### config.mk
export PLATFORM = sky130hd
export DESIGN_NAME = image_write
export DESIGN_NICKNAME = d
export VERILOG_FILES = /design/src/rtl/image_write_pkg.sv /design/src/rtl/image_write_count.sv /design/src/rtl/image_write.sv
export SDC_FILE = /design/constraint.sdc
export NUM_CORES = 1
export LEC_CHECK = 0
export CAP_MARGIN = 20
export CORE_ASPECT_RATIO = 1.75
export CORE_MARGIN = 2
export CORE_UTILIZATION = 42
export DETAILED_ROUTE_END_ITERATION = 12
export HOLD_SLACK_MARGIN = 0.08
export PLACE_DENSITY = 0.66
export SYNTH_ARGS = -nofsm -noshare
export SYNTH_HDL_FRONTEND = slang
export SYNTH_SLANG_ARGS = --single-unit
export TNS_END_PERCENT = 1
### constraint.sdc
create_clock -name clk_i -period 4.25 [get_ports clk_i]
set_clock_uncertainty 0.2 [all_clocks]
set_input_delay 1.275 -clock clk_i [delete_from_list [all_inputs] [get_ports clk_i]]
set_output_delay 1.275 -clock clk_i [all_outputs]
set_load 0.02 [all_outputs]
### src/rtl/image_write_pkg.sv
// Shared config map and FSM encoding for the image buffer writer.
// Register addresses sit next to the image_read block's map so both can share one config bus.
package image_write_pkg;

  localparam int unsigned CFG_IR_IMG_W  = 0;
  localparam int unsigned CFG_IR_IMG_DH = 1;
  localparam int unsigned CFG_IR_START  = 2;
  localparam int unsigned CFG_IW_IMG_W  = 3;
  localparam int unsigned CFG_IW_IMG_DH = 4;
  localparam int unsigned CFG_IW_START  = 5;

  localparam int unsigned DIM_W = 16;

  // Bit positions within the one-hot state vector
  localparam int unsigned RESET  = 0;
  localparam int unsigned ACTIVE = 1;
  localparam int unsigned DONE   = 2;

  typedef enum logic [2:0] {
    StReset  = 3'b001,
    StActive = 3'b010,
    StDone   = 3'b100
  } state_e;

endpackage

### src/rtl/image_write_count.sv
// Nested width/height/depth counter; width is innermost.
// Limits are inclusive maxima (size-1), so each *_last_o is a simple equality.
module image_write_count
  import image_write_pkg::*;
(
  input  logic             clk_i,
  input  logic             rst_i,
  input  logic             clr_i,
  input  logic             en_i,
  input  logic [DIM_W-1:0] img_w_i,
  input  logic [DIM_W-1:0] img_h_i,
  input  logic [DIM_W-1:0] img_d_i,
  output logic             w_last_o,
  output logic             h_last_o,
  output logic             d_last_o
);

  logic [DIM_W-1:0] w_q, h_q, d_q;

  assign w_last_o = (w_q == img_w_i);
  assign h_last_o = (h_q == img_h_i);
  assign d_last_o = (d_q == img_d_i);

  always_ff @(posedge clk_i) begin
    if (rst_i || clr_i) begin
      w_q <= '0;
      h_q <= '0;
      d_q <= '0;
    end else if (en_i) begin
      if (!w_last_o) begin
        w_q <= w_q + DIM_W'(1);
      end else begin
        w_q <= '0;
        if (!h_last_o) begin
          h_q <= h_q + DIM_W'(1);
        end else begin
          h_q <= '0;
          d_q <= d_last_o ? '0 : d_q + DIM_W'(1);
        end
      end
    end
  end

endmodule

### src/rtl/image_write.sv
// Stream-to-buffer writer: stores incoming words at consecutive addresses from a base and
// flags any disagreement between the upstream last marker and the configured image size.
module image_write
  import image_write_pkg::*;
#(
  parameter int unsigned CFG_DWIDTH = 32,
  parameter int unsigned CFG_AWIDTH = 5,
  parameter int unsigned GROUP_NB   = 4,
  parameter int unsigned IMG_WIDTH  = 16,
  parameter int unsigned MEM_AWIDTH = 16
) (
  input  logic                          clk_i,
  input  logic                          rst_i,
  input  logic [CFG_DWIDTH-1:0]         cfg_data_i,
  input  logic [CFG_AWIDTH-1:0]         cfg_addr_i,
  input  logic                          cfg_valid_i,
  input  logic                          next_i,
  input  logic [GROUP_NB*IMG_WIDTH-1:0] str_bus_i,
  input  logic                          str_last_i,
  input  logic                          str_val_i,
  output logic                          str_rdy_o,
  output logic                          wr_val_o,
  output logic [MEM_AWIDTH-1:0]         wr_addr_o,
  output logic [GROUP_NB*IMG_WIDTH-1:0] wr_data_o,
  output logic                          done_o,
  output logic                          err_o
);

  localparam int unsigned DW = GROUP_NB * IMG_WIDTH;

  state_e state_q, state_d;

  logic [DIM_W-1:0]      img_w_q, img_h_q, img_d_q;
  logic [DIM_W-1:0]      run_w_q, run_h_q, run_d_q;
  logic [MEM_AWIDTH-1:0] base_q, addr_q, wr_addr_q;
  logic [DW-1:0]         wr_data_q;
  logic                  wr_val_q, err_q;
  logic                  start, xfer, w_last, h_last, d_last, final_word;

  assign start      = state_q[RESET] && next_i;
  assign xfer       = state_q[ACTIVE] && str_val_i;
  assign final_word = w_last && h_last && d_last;

  assign str_rdy_o = state_q[ACTIVE];
  assign done_o    = state_q[DONE];
  assign wr_val_o  = wr_val_q;
  assign wr_addr_o = wr_addr_q;
  assign wr_data_o = wr_data_q;
  assign err_o     = err_q;

  always_comb begin
    state_d = state_q;
    unique case (state_q)
      StReset:  if (next_i) state_d = StActive;
      StActive: if (xfer && final_word) state_d = StDone;
      StDone:   state_d = StReset;
      default:  state_d = StReset;
    endcase
  end

  // Pass limits are snapshotted on start so a config write landing with next does not
  // affect the pass it launches.
  image_write_count u_count (
    .clk_i    (clk_i),
    .rst_i    (rst_i),
    .clr_i    (start),
    .en_i     (xfer),
    .img_w_i  (run_w_q),
    .img_h_i  (run_h_q),
    .img_d_i  (run_d_q),
    .w_last_o (w_last),
    .h_last_o (h_last),
    .d_last_o (d_last)
  );

  always_ff @(posedge clk_i) begin
    if (rst_i) begin
      state_q   <= StReset;
      img_w_q   <= '0;
      img_h_q   <= '0;
      img_d_q   <= '0;
      base_q    <= '0;
      run_w_q   <= '0;
      run_h_q   <= '0;
      run_d_q   <= '0;
      addr_q    <= '0;
      err_q     <= 1'b0;
      wr_val_q  <= 1'b0;
      wr_addr_q <= '0;
      wr_data_q <= '0;
    end else begin
      state_q <= state_d;
      if (state_q[RESET] && cfg_valid_i) begin
        case (cfg_addr_i)
          CFG_AWIDTH'(CFG_IW_IMG_W): img_w_q <= cfg_data_i[15:0];
          CFG_AWIDTH'(CFG_IW_IMG_DH): begin
            img_d_q <= cfg_data_i[31:16];
            img_h_q <= cfg_data_i[15:0];
          end
          CFG_AWIDTH'(CFG_IW_START): base_q <= cfg_data_i[MEM_AWIDTH-1:0];
          default: ;
        endcase
      end
      if (start) begin
        run_w_q <= img_w_q;
        run_h_q <= img_h_q;
        run_d_q <= img_d_q;
        addr_q  <= base_q;
        err_q   <= 1'b0;
      end else if (xfer) begin
        addr_q <= addr_q + MEM_AWIDTH'(1);
        if (str_last_i != final_word) err_q <= 1'b1;
      end
      wr_val_q <= xfer;
      if (xfer) begin
        wr_addr_q <= addr_q;
        wr_data_q <= str_bus_i;
      end
    end
  end

endmodule

# Word level (Yosys, flattened, before mapping)
# Index checks and enable logic that the tools add are counted.
[word_totals]
ff_bits = 261
out_inout_bits = 84
word_cells = 55
[op_classes]
addsub = 4
n_eq_ne = 11
muxes = 8
n_reduce_logical = 16
[op_table]
columns = ["operator", "n"]
rows = [
  ["2-to-1 mux 16 bit", 5],
  ["adder 16 x 1 -> 16 bit, second input constant", 4],
  ["equality test 16 bit", 3],
  ["AND reduction 2 bit", 6],
  ["equality test 5 x 3 -> 1 bit, second input constant", 2],
  ["logical AND 1 bit", 6],
  ["2-to-1 mux 3 bit", 2],
  ["one-hot mux 3 bit (2 select lines)", 1],
  ["equality test 5 x 2 -> 1 bit, second input constant", 1],
  ["!= test 2 bit, second input constant", 2],
  ["equality test 3 x 1 -> 1 bit, second input constant", 1],
  ["equality test 3 x 2 -> 1 bit, second input constant", 1],
  ["AND reduction 3 bit", 1],
  ["nonzero test 2 bit", 1],
  ["OR reduction 2 bit", 1],
  ["logical OR 1 bit", 1],
  ["!= test 1 bit", 1],
]

# Longest topological paths before layout
# Gate-level depths: netlist (run 1).
[depth]
word_depth = 6
depth_mapped = 8
ltp_nobuf = 7

# Cells and area by module
# From an unflattened synthesis (run 1), not the netlist that was laid out.
[unflattened]
hier_cells = 1284
area_unflattened_um2 = 10601.4
[modules_own_cells]
columns = ["mod", "n_inst", "cells_per_inst", "area_each_um2"]
rows = [
  ["image_write", 1, 923, 7688.6],
  ["image_write_count", 1, 361, 2912.8],
]

# Worst setup path after synthesis (run 1)
# OpenSTA, ideal clock, no wires.
[synth_timing]
kind = "input to register"
from = "input port cfg_addr_i[3]"
to = "register img_d_q[10]"
arrival_ps = 2683
required_ps = 3980
slack_ps = 1297
cell_stages = 8
n_path_buf = 2
cell_sequence = "nor2_1 -> nand3_1 -> nor3b_2 -> nor2b_1 -> clkbuf_1 -> clkbuf_1 -> nand2_1 -> a21oi_1"
[synth_between]
elab_chain_len = 2
[synth_lines]
columns = ["element", "line", "text"]
rows = [
  ["start, declared", "image_write.sv:15", "input logic [CFG_AWIDTH-1:0] cfg_addr_i,"],
  ["equality test 5 x 3 -> 1 bit", "image_write.sv:94", "case (cfg_addr_i)"],
  ["AND reduction 2 bit (no line)", "-", ""],
  ["end signal, assigned", "image_write.sv:97", "img_d_q <= cfg_data_i[31:16];"],
  ["end, declared", "image_write.sv:33", "logic [DIM_W-1:0] img_w_q, img_h_q, img_d_q;"],
]
# No other way between the ends.
# A chain may end at the register's enable or synchronous reset.

# Worst setup path in the final report (run 1)
[layout_timing]
from = "register state_q[1]"
to = "output port str_rdy_o"
[layout_lines]
columns = ["element", "line", "text"]
rows = [
  ["start, declared", "image_write.sv:31", "state_e state_q, state_d;"],
  ["start signal, assigned", "image_write.sv:78", "state_q <= StReset;"],
  ["start signal, assigned", "image_write.sv:92", "state_q <= state_d;"],
  ["end, declared", "image_write.sv:21", "output logic str_rdy_o,"],
]
# No word-level cell between the ends.

==> results of run 1 <==
final cells by class:
class | instances | area [um2] | share of cell area (%)
inverter | 2 | 7.51 | 0.0561
clock buffer | 31 | 698 | 5.21
sequential | 261 | 5230 | 39.0
multi-input combinational | 927 | 4790 | 35.8
clock inverter | 13 | 218 | 1.63
timing repair buffer | 208 | 2060 | 15.4
tap | 312 | 390 | 2.92
metal layers:
layer	routed length (um)	track usage, %	vias to the layer above
met2	14600	39.6	247
li1	-	-	4522
met5	0	0	-
met4	712	6.74	0
met1	10800	24.5	4227
met3	1960	5.04	43
cells by family (layout without fill, tap and decap cells):
group | Yosys count | count (layout) | synth area share [%]
buf+inv | 87 | 254 | 3.29
compound gates | 210 | 210 | 10.8
simple gates | 595 | 595 | 24.7
flops | 261 | 261 | 50.5
mux | 17 | 17 | 1.65
fa+ha+maj | 4 | 4 | 0.484
xor+xnor | 101 | 101 | 8.56
cells in the final DEF, fill, tap and decap left out, types with 2 or more instances in the layout:
cell | Yosys | final
mux2i_1 | 17 | 17
xor2_1 | 51 | 51
clkbuf_16 | 0 | 25
a311oi_1 | 3 | 3
nor2_1 | 91 | 91
buf_12 | 0 | 2
nand3_1 | 37 | 37
and3_1 | 14 | 14
nand4_1 | 23 | 23
ha_1 | 4 | 4
bufinv_16 | 0 | 6
nor3_1 | 16 | 16
nand4b_1 | 3 | 3
clkinv_2 | 0 | 6
or3_1 | 3 | 3
clkbuf_8 | 0 | 5
nor4_1 | 23 | 23
nand2b_1 | 2 | 2
and2_1 | 7 | 6
clkdlybuf4s50_1 | 0 | 189
dfxtp_1 | 261 | 261
inv_1 | 2 | 2
o21ai_0 | 6 | 6
nand2_1 | 365 | 363
and4_1 | 2 | 2
a211oi_1 | 13 | 13
a21oi_1 | 181 | 181
buf_4 | 3 | 16
xnor2_1 | 50 | 50
worst paths after layout:
kind                                startpoint        endpoint  slack (ps)
worst min-delay path               img_h_q[13]     run_h_q[13]         250
worst max register to register  u_count.h_q[7]  u_count.d_q[1]        1320
worst min register to register     img_h_q[13]     run_h_q[13]         250
worst max-delay path                state_q[1]       str_rdy_o        1130
worst reg2reg max path: cells and delay by family (launching register included):
kind                      cells  cell delay [ps]
and+or+nand+nor               4             1450
DFF                           1              380
buffers and inverters         1              310
muxes                         1              270
xor gates and xnor gates      1              190
registers in the layout, indices dropped and copies added, names as in the netlist:
signal	flops
wr_val_o	1
img_h_q	16
u_count.w_q	16
run_w_q	16
wr_addr_o	16
addr_q	16
state_q	3
run_h_q	16
img_w_q	16
base_q	16
u_count.d_q	16
wr_data_o	64
err_o	1
run_d_q	16
u_count.h_q	16
img_d_q	16
metrics by stage:
step	power, mW	hold WS (ps)	setup slack (ps)	util (%)
after global placement	2.98	236	732	51.0
final	5.41	246	1130	54.8
after floorplan	2.76	231	1300	-
after global routing	5.59	254	1070	54.8
after detailed placement	2.99	243	660	51.0
after CTS	5.47	247	1100	54.8
where the power goes:
group          total, mW  switching, mW  internal [mW]
sequential          2.52         0.0307           2.49
combinational      0.413          0.234          0.179
clock               2.48          0.957           1.52
==> impl_metrics.toml, run 1 <==
[status]
status = "complete, no violations"

[sta]
setup_viol = 0
clock.fmax_mhz = 320
tightest_slew_ps = 821
rsz0062_at_grt = "false"
relSlewSlack_pct = 45.3
fin_crit_sh_pct = 73.5
min_period_ps = 3120
maxSlewViolCount = 0
finalHoldViolations = 0
setup_tns_ps = 0

[yosys]
synth_edf_count = 0
ys_types = 41
synth_top_area_share_pct = 50.5
syn_area_mm2 = 0.0103
synth_top_area_cell = "dfxtp_1"
ys_ff_latch = 261
synth_nets = 1386
ys_async_sr_fraction_pct = 0
seq_area_frac_synth_pct = 50.5
netlist_instances = 1275
yosys-top-cells-count = "nand2_1 (365), dfxtp_1 (261), a21oi_1 (181), nor2_1 (91), clkbuf_1 (73)"
avgSynthCellArea_um2 = 8.11
synth.most_common_cell = "nand2_1"
ys_top_cells_by_area = "dfxtp_1 (51%), nand2_1 (13%), a21oi_1 (8.8%)"
synth_warnings = 0
synth_ff_type = "dfxtp_1"

[route]
drtAntennaViolNets = 0
drt_iter0_drc = 573
drc = 0
firstDrtPassIters = 5
avgRoutedWirePerCell_um = 16.0
via_count = 9039
via_per_inst = 5.15
routed_wl_um = 28100

[global_route]
grt_max_degree = 153
grt_pass1_wl_um = 44900
grt_usage_pct = 21.7
antenna_found_initial = 0
overflow = 0
grt_pass1_vias = 8890

[final_layout]
num-fill-cells = 2304
area.growth.synth_to_final_pct = 29.5
drive_gt1_share_pct = 5.13
nets = 1536
stdcell_count = 1754
stdcell_area_mm2 = 0.0134
diodes = 0

[critical_path]
crit_family = "buffers and inverters"
crit_type = "flop to primary output"
path_cells = "buf_4, clkdlybuf4s50_1"
slowest_stage = "clkdlybuf4s50_1"
critPathCaptureType = "primary output"
start_kind = "flop"
cp.buffers_inverters = 2
slowest_delay_ps = 630
worstPathArrival_ps = 1650
worstPathRequired_ps = 2770
path_depth = 2
cp_max_fo = 6
r2r_cells = 7

[clock_network]
cts_setup_buffers = 0
numClockSinks = 261
path_clk_slew_ps = 70
cts_buffer_depth = 3
cts.htree.levels = 1
holdBufCountCts = 0
insertion_delay_ps = 530
tritoncts = "built"
cts.root.buffer_cell = "clkbuf_16"
cts_buffers = 25
cts-resized-gates = 0

[die]
die_area_mm2 = 0.0259
coreArea_mm2 = 0.0244
die_y_um = 212
io_pins = 191
fp.dieW_um = 123
placementRows = 76
initial_core_util_pct = 42.3

[hold_path]
whs_path_depth = 2
hp-class = "flop to flop"

[placement]
dp_hpwl_um = 19000
portBuffers = 190
dp_cells = 1710
routabilityCongestion = 0.823
placed_area_mm2 = 0.0125

[pwr]
power_density_mw_per_mm2 = 404
p_leak_nw = 4.63
peakVddDrop_mv = 0.314

[flow_run]
max-cap-violations = 0
Note: power is estimated with default switching activity, not from simulation.
==> inputs of run 2 (changes only) <==
==> constraint.sdc (replaced) <==
create_clock -name clk_i -period 2.9 [get_ports clk_i]
set_clock_uncertainty 0.2 [all_clocks]
set_input_delay 0.87 -clock clk_i [delete_from_list [all_inputs] [get_ports clk_i]]
set_output_delay 0.87 -clock clk_i [all_outputs]
set_load 0.02 [all_outputs]
==> run 2 against run 1 <==
Power is 39% higher. Hold slack better by 4.0 ps. Sequential cell count stayed put. Design area is 0.79% higher. Via count is 0.50% lower. Routed wire length is 2.3% lower. Setup slack worse by 1100 ps. Die area stayed put. Clock power is 30% higher. Critical path depth is 1 lower. Sequential power is 47% higher.
==> impl_metrics.toml, run 2 (same netlist as run 1, synthesis figures left out) <==
[critical_path]
cp_max_fo = 6
path_depth = 1
worstPathArrival_ps = 1770
start_kind = "flop"
path_cells = "clkdlybuf4s50_1"
r2r_slack_ps = 410
slowest_delay_ps = 700
worstPathRequired_ps = 1830
cp.buffers_inverters = 1
critPathCaptureType = "primary output"
r2r_cells = 6
slowest_stage = "clkdlybuf4s50_1"
rr_startpoint = "u_count.w_q[0]"
crit_type = "flop to primary output"
timing.rr.end = "u_count.h_q[15]"
crit_family = "buffers and inverters"

[route]
avgRoutedWirePerCell_um = 15.5
drc = 0
via_count = 8994
drt_iter0_drc = 510
via_per_inst = 5.08
routed_wl_um = 27400
drtAntennaViolNets = 0
firstDrtPassIters = 4

[final_layout]
largest_reg_flops = 64
final_cell_mix = "nand2_1 (363), dfxtp_1 (261), clkdlybuf4s50_1 (189)"
nets = 1551
diodes = 0
regArea_mm2 = 0.00523
final_common_cell = "nand2_1"
area.growth.synth_to_final_pct = 30.5
num-fill-cells = 2264
drive_gt1_share_pct = 5.56
multiInputGateArea_mm2 = 0.00479

[sta]
fin_crit_sh_pct = 98.1
finalHoldViolations = 0
setup_tns_ps = 0
rsz0062_at_grt = "false"
fin_ws_ps = 56.3
clock.fmax_mhz = 352
setup_viol = 0
tightest_slew_ps = 537
relSlewSlack_pct = 63.9
maxSlewViolCount = 0
min_period_ps = 2840

[clock_network]
cts-resized-gates = 0
holdBufCountCts = 0
path_clk_slew_ps = 60
numClockSinks = 261
cts_setup_buffers = 0
cts.htree.levels = 1
tritoncts = "built"
cts_buffer_depth = 3
cts_buffers = 26
insertion_delay_ps = 530
cts.root.buffer_cell = "clkbuf_16"

[global_route]
met3_usage_pct = 4.28
use_met1_pct = 24.5
busiest_layer = "met2"
overflow = 0
grt_max_degree = 107
grt_pass1_vias = 8781
antenna_found_initial = 0
grt_usage_pct = 21.2
grt_pass1_wl_um = 44200
grtUsageMet2_pct = 38.3

[flow_run]
max-cap-violations = 0

[die]
placementRows = 76
die_y_um = 212
fp.dieW_um = 123
initial_core_util_pct = 42.3
coreArea_mm2 = 0.0244
io_pins = 191
die_area_mm2 = 0.0259

[placement]
place_ws_ps = 12.4
portBuffers = 190
routabilityCongestion = 0.840
dp_hpwl_um = 19000

[pwr]
peakVddDrop_mv = 0.548
power_density_mw_per_mm2 = 558
p_switching_mw = 1.77
power.share.clock_pct = 42.7
p_leak_nw = 4.68
p_comb_share_pct = 8.2
intPower_mw = 5.77
seqPwrFrac_pct = 49.1
switching_share_pct = 23.4

[hold_path]
hp-class = "flop to flop"
whs_path_depth = 2
min_from = "img_d_q[4]"
min_to = "run_d_q[4]"

[status]
status = "complete, no violations"
-- run 2: cell count changes in the layout (fill, tap and decap cells not counted), moves of 2 or more --
| cell | before | now |
|---|---|---|
| buf_12 | 2 | 11 |
| clkbuf_1 | 1 | 9 |
| bufinv_16 | 6 | 0 |
| buf_4 | 16 | 21 |
| clkinv_2 | 6 | 3 |
| clkbuf_16 | 25 | 27 |
-- run 2: stage by stage --
stage	util (%)	power (mW)	hold slack [ps]	cells	instance area (um2)
final	55.2	7.53	250	1769	13500
after global routing	55.2	7.81	266	1769	13500
after CTS	55.2	7.62	253	1769	13500
after detailed placement	51.9	4.40	244	1724	12700
after global placement	51.9	4.40	236	1724	12700
after floorplan	-	4.05	231	1275	10300
-- run 2: how the worst max path moves through the flow --
stage                  start           to
3_5_place_dp   cfg_addr_i[3]  img_w_q[12]
3_3_place_gp       str_val_i   addr_q[14]
2_1_floorplan  cfg_addr_i[3]  img_d_q[10]
4_1_cts           state_q[1]    str_rdy_o
6_report          state_q[1]    str_rdy_o
5_1_grt           state_q[1]    str_rdy_o
-- run 2: area by class of cell --
type	instances	area share [%]
flip-flops and latches	261	38.7
multi-input cells	927	35.5
repair buffers	222	16.9
clock buffers	41	5.77
well taps	312	2.89
clock inverters	4	0.195
inverters	2	0.0556
-- run 2: power groups by stage --
| stage | sequential (mW) | combinational, mW | clock (mW) |
|---|---|---|---|
| 2_1_floorplan | 3.81 | 0.245 | 0 |
| 5_1_grt | 3.70 | 0.676 | 3.43 |
| 4_1_cts | 3.70 | 0.627 | 3.30 |
| 3_5_place_dp | 3.78 | 0.624 | 0 |
| 6_report | 3.70 | 0.621 | 3.22 |
| 3_3_place_gp | 3.78 | 0.621 | 0 |
-- run 2: layer usage --
layer | up-vias | share of wire (%) | wire length [um]
met5 | - | 0 | 0
met4 | 0 | 2.8 | 763
met3 | 38 | 5.8 | 1600
met2 | 218 | 51 | 14100
met1 | 4189 | 40 | 11000
li1 | 4549 | - | -
==> inputs of run 3 (changes only) <==
--- a/config.mk
+++ b/config.mk
@@ -7,7 +7,7 @@
 export LEC_CHECK = 0
 export CAP_MARGIN = 20
 export CORE_ASPECT_RATIO = 1.75
-export CORE_MARGIN = 2
+export CORE_MARGIN = 3
 export CORE_UTILIZATION = 42
 export DETAILED_ROUTE_END_ITERATION = 12
 export HOLD_SLACK_MARGIN = 0.08
==> run 3 against run 2 <==
Global-route usage is 0.49 points lower. Sequential cell count unchanged. Clock-buffer cell count down 13. Routed wire length grew 3.3%. Register-to-register slack better by 50 ps. Critical endpoint unchanged. Maximum frequency grew 6.6%. Utilization up 1.4 points. Sequential power barely moved. Power rose by 5.9%.
==> impl_metrics.toml, run 3 (same netlist as run 1, synthesis figures left out) <==
[sta]
fin_crit_sh_pct = 92.0
finalHoldViolations = 0
rsz0062_at_grt = "false"
clock.fmax_mhz = 375
setup_viol = 0
setup_tns_ps = 0
whs_ps = 253
tightest_slew_ps = 495
relSlewSlack_pct = 66.7
min_period_ps = 2670
maxSlewViolCount = 0

[route]
drc = 0
drt_iter0_drc = 568
routed_wl_um = 28300
avgRoutedWirePerCell_um = 16.0
drtAntennaViolNets = 0
via_count = 9111
via_per_inst = 5.15
firstDrtPassIters = 5

[clock_network]
path_clk_slew_ps = 70
insertion_delay_ps = 530
cts.htree.levels = 1
cts_buffer_depth = 3
tritoncts = "built"
holdBufCountCts = 0
numClockSinks = 261
cts.root.buffer_cell = "clkbuf_16"
cts-resized-gates = 0
cts_setup_buffers = 0
cts_buffers = 25

[critical_path]
cp_max_fo = 2
worstPathArrival_ps = 1600
start_kind = "flop"
path_cells = "clkdlybuf4s50_1"
r2r_slack_ps = 460
slowest_stage = "clkdlybuf4s50_1"
cp.buffers_inverters = 1
slowest_delay_ps = 650
rr_startpoint = "u_count.w_q[6]"
critPathCaptureType = "primary output"
crit_family = "buffers and inverters"
worstPathRequired_ps = 1830
r2r_cells = 7
timing.rr.end = "u_count.h_q[8]"
crit_type = "flop to primary output"

[pwr]
p_leak_nw = 4.76
power.share.clock_pct = 45.7
p_total_mw = 7.98
intPower_mw = 6.14
peakVddDrop_mv = 0.499
switching_share_pct = 23.1
power_density_mw_per_mm2 = 584
seqPwrFrac_pct = 46.3
p_switching_mw = 1.84
p_comb_share_pct = 8.1

[die]
die_area_mm2 = 0.0266
die_y_um = 214
fp.dieW_um = 125
initial_core_util_pct = 42.9
io_pins = 191
placementRows = 75
coreArea_mm2 = 0.0241

[global_route]
grt_max_degree = 95
antenna_found_initial = 0
grt_pass1_wl_um = 45600
overflow = 0
grt_pass1_vias = 8937
grt_usage_pct = 20.7

[hold_path]
min_from = "wr_data_o[56]"
min_to = "wr_data_o[56]"
whs_path_depth = 2
hp-class = "flop to flop"

[final_layout]
diodes = 0
nets = 1553
final_common_cell = "nand2_1"
largest_reg_flops = 64
final_cell_mix = "nand2_1 (363), dfxtp_1 (261), clkdlybuf4s50_1 (189)"
drive_gt1_share_pct = 6.44
area.growth.synth_to_final_pct = 32.0
stdcell_area_mm2 = 0.0137

[status]
status = "complete, no violations"

[flow_run]
max-cap-violations = 0

[placement]
dp_hpwl_um = 19500
routabilityCongestion = 0.850
placed_area_mm2 = 0.0127
portBuffers = 190
## run 3: cell types whose count changed in the layout (fill, tap and decap cells not counted), sizes merged
| cell | change |
|---|---|
| clkinv | +3 |
| buf | +3 |
| clkinvlp | +3 |
| clkbuf | -13 |
| bufinv | +6 |
| inv | +1 |
## run 3: cell type report
cell class / instances / area, um2
clock buffers: 28 / 667
multi-input cells: 927 / 4800
clock inverters: 17 / 254
repair buffers: 225 / 2320
well taps: 308 / 385
inverters: 2 / 7.51
fillers: 2227 / 10500
flip-flops and latches: 261 / 5230
## run 3: how the worst max path moves through the flow
stage / start / end / cells past startpoint
2_1_floorplan: cfg_addr_i[3] / img_d_q[10] / 8
3_3_place_gp: str_val_i / addr_q[14] / 7
3_5_place_dp: str_val_i / addr_q[10] / 7
4_1_cts: state_q[1] / str_rdy_o / 1
5_1_grt: state_q[1] / str_rdy_o / 1
6_report: state_q[1] / str_rdy_o / 1
## run 3: metal layers
layer  part of all wire, %  vias up  wire length [um]  track usage (%)
met2                    51      247             14400             38.3
li1                      -     4553                 -                -
met5                     0        -                 0                0
met3                   6.6       53              1860             5.21
met1                    39     4258             11200             22.9
met4                   3.2        0               892             7.72
## run 3: power by group through the flow
stage | Clock, mW | Combinational (mW) | Sequential [mW]
5_1_grt | 3.86 | 0.695 | 3.70
6_report | 3.64 | 0.645 | 3.69
2_1_floorplan | 0 | 0.245 | 3.81
3_5_place_dp | 0 | 0.646 | 3.77
3_3_place_gp | 0 | 0.646 | 3.77
4_1_cts | 3.72 | 0.649 | 3.69
## run 3: worst min-delay path: cells and delay by family, from the launching register on
family,cells,cell delay (ps)
compound gates,1,50
simple gates,1,50
flops,1,310
## run 3: metrics by stage
| step | cells | setup slack, ps | utilization, % |
|---|---|---|---|
| after global placement | 1723 | 44.1 | 52.8 |
| final | 1768 | 231 | 56.6 |
| after floorplan | 1275 | 352 | - |
| after global routing | 1768 | 189 | 56.6 |
| after detailed placement | 1723 | 1.03 | 52.8 |
| after CTS | 1768 | 181 | 56.6 |
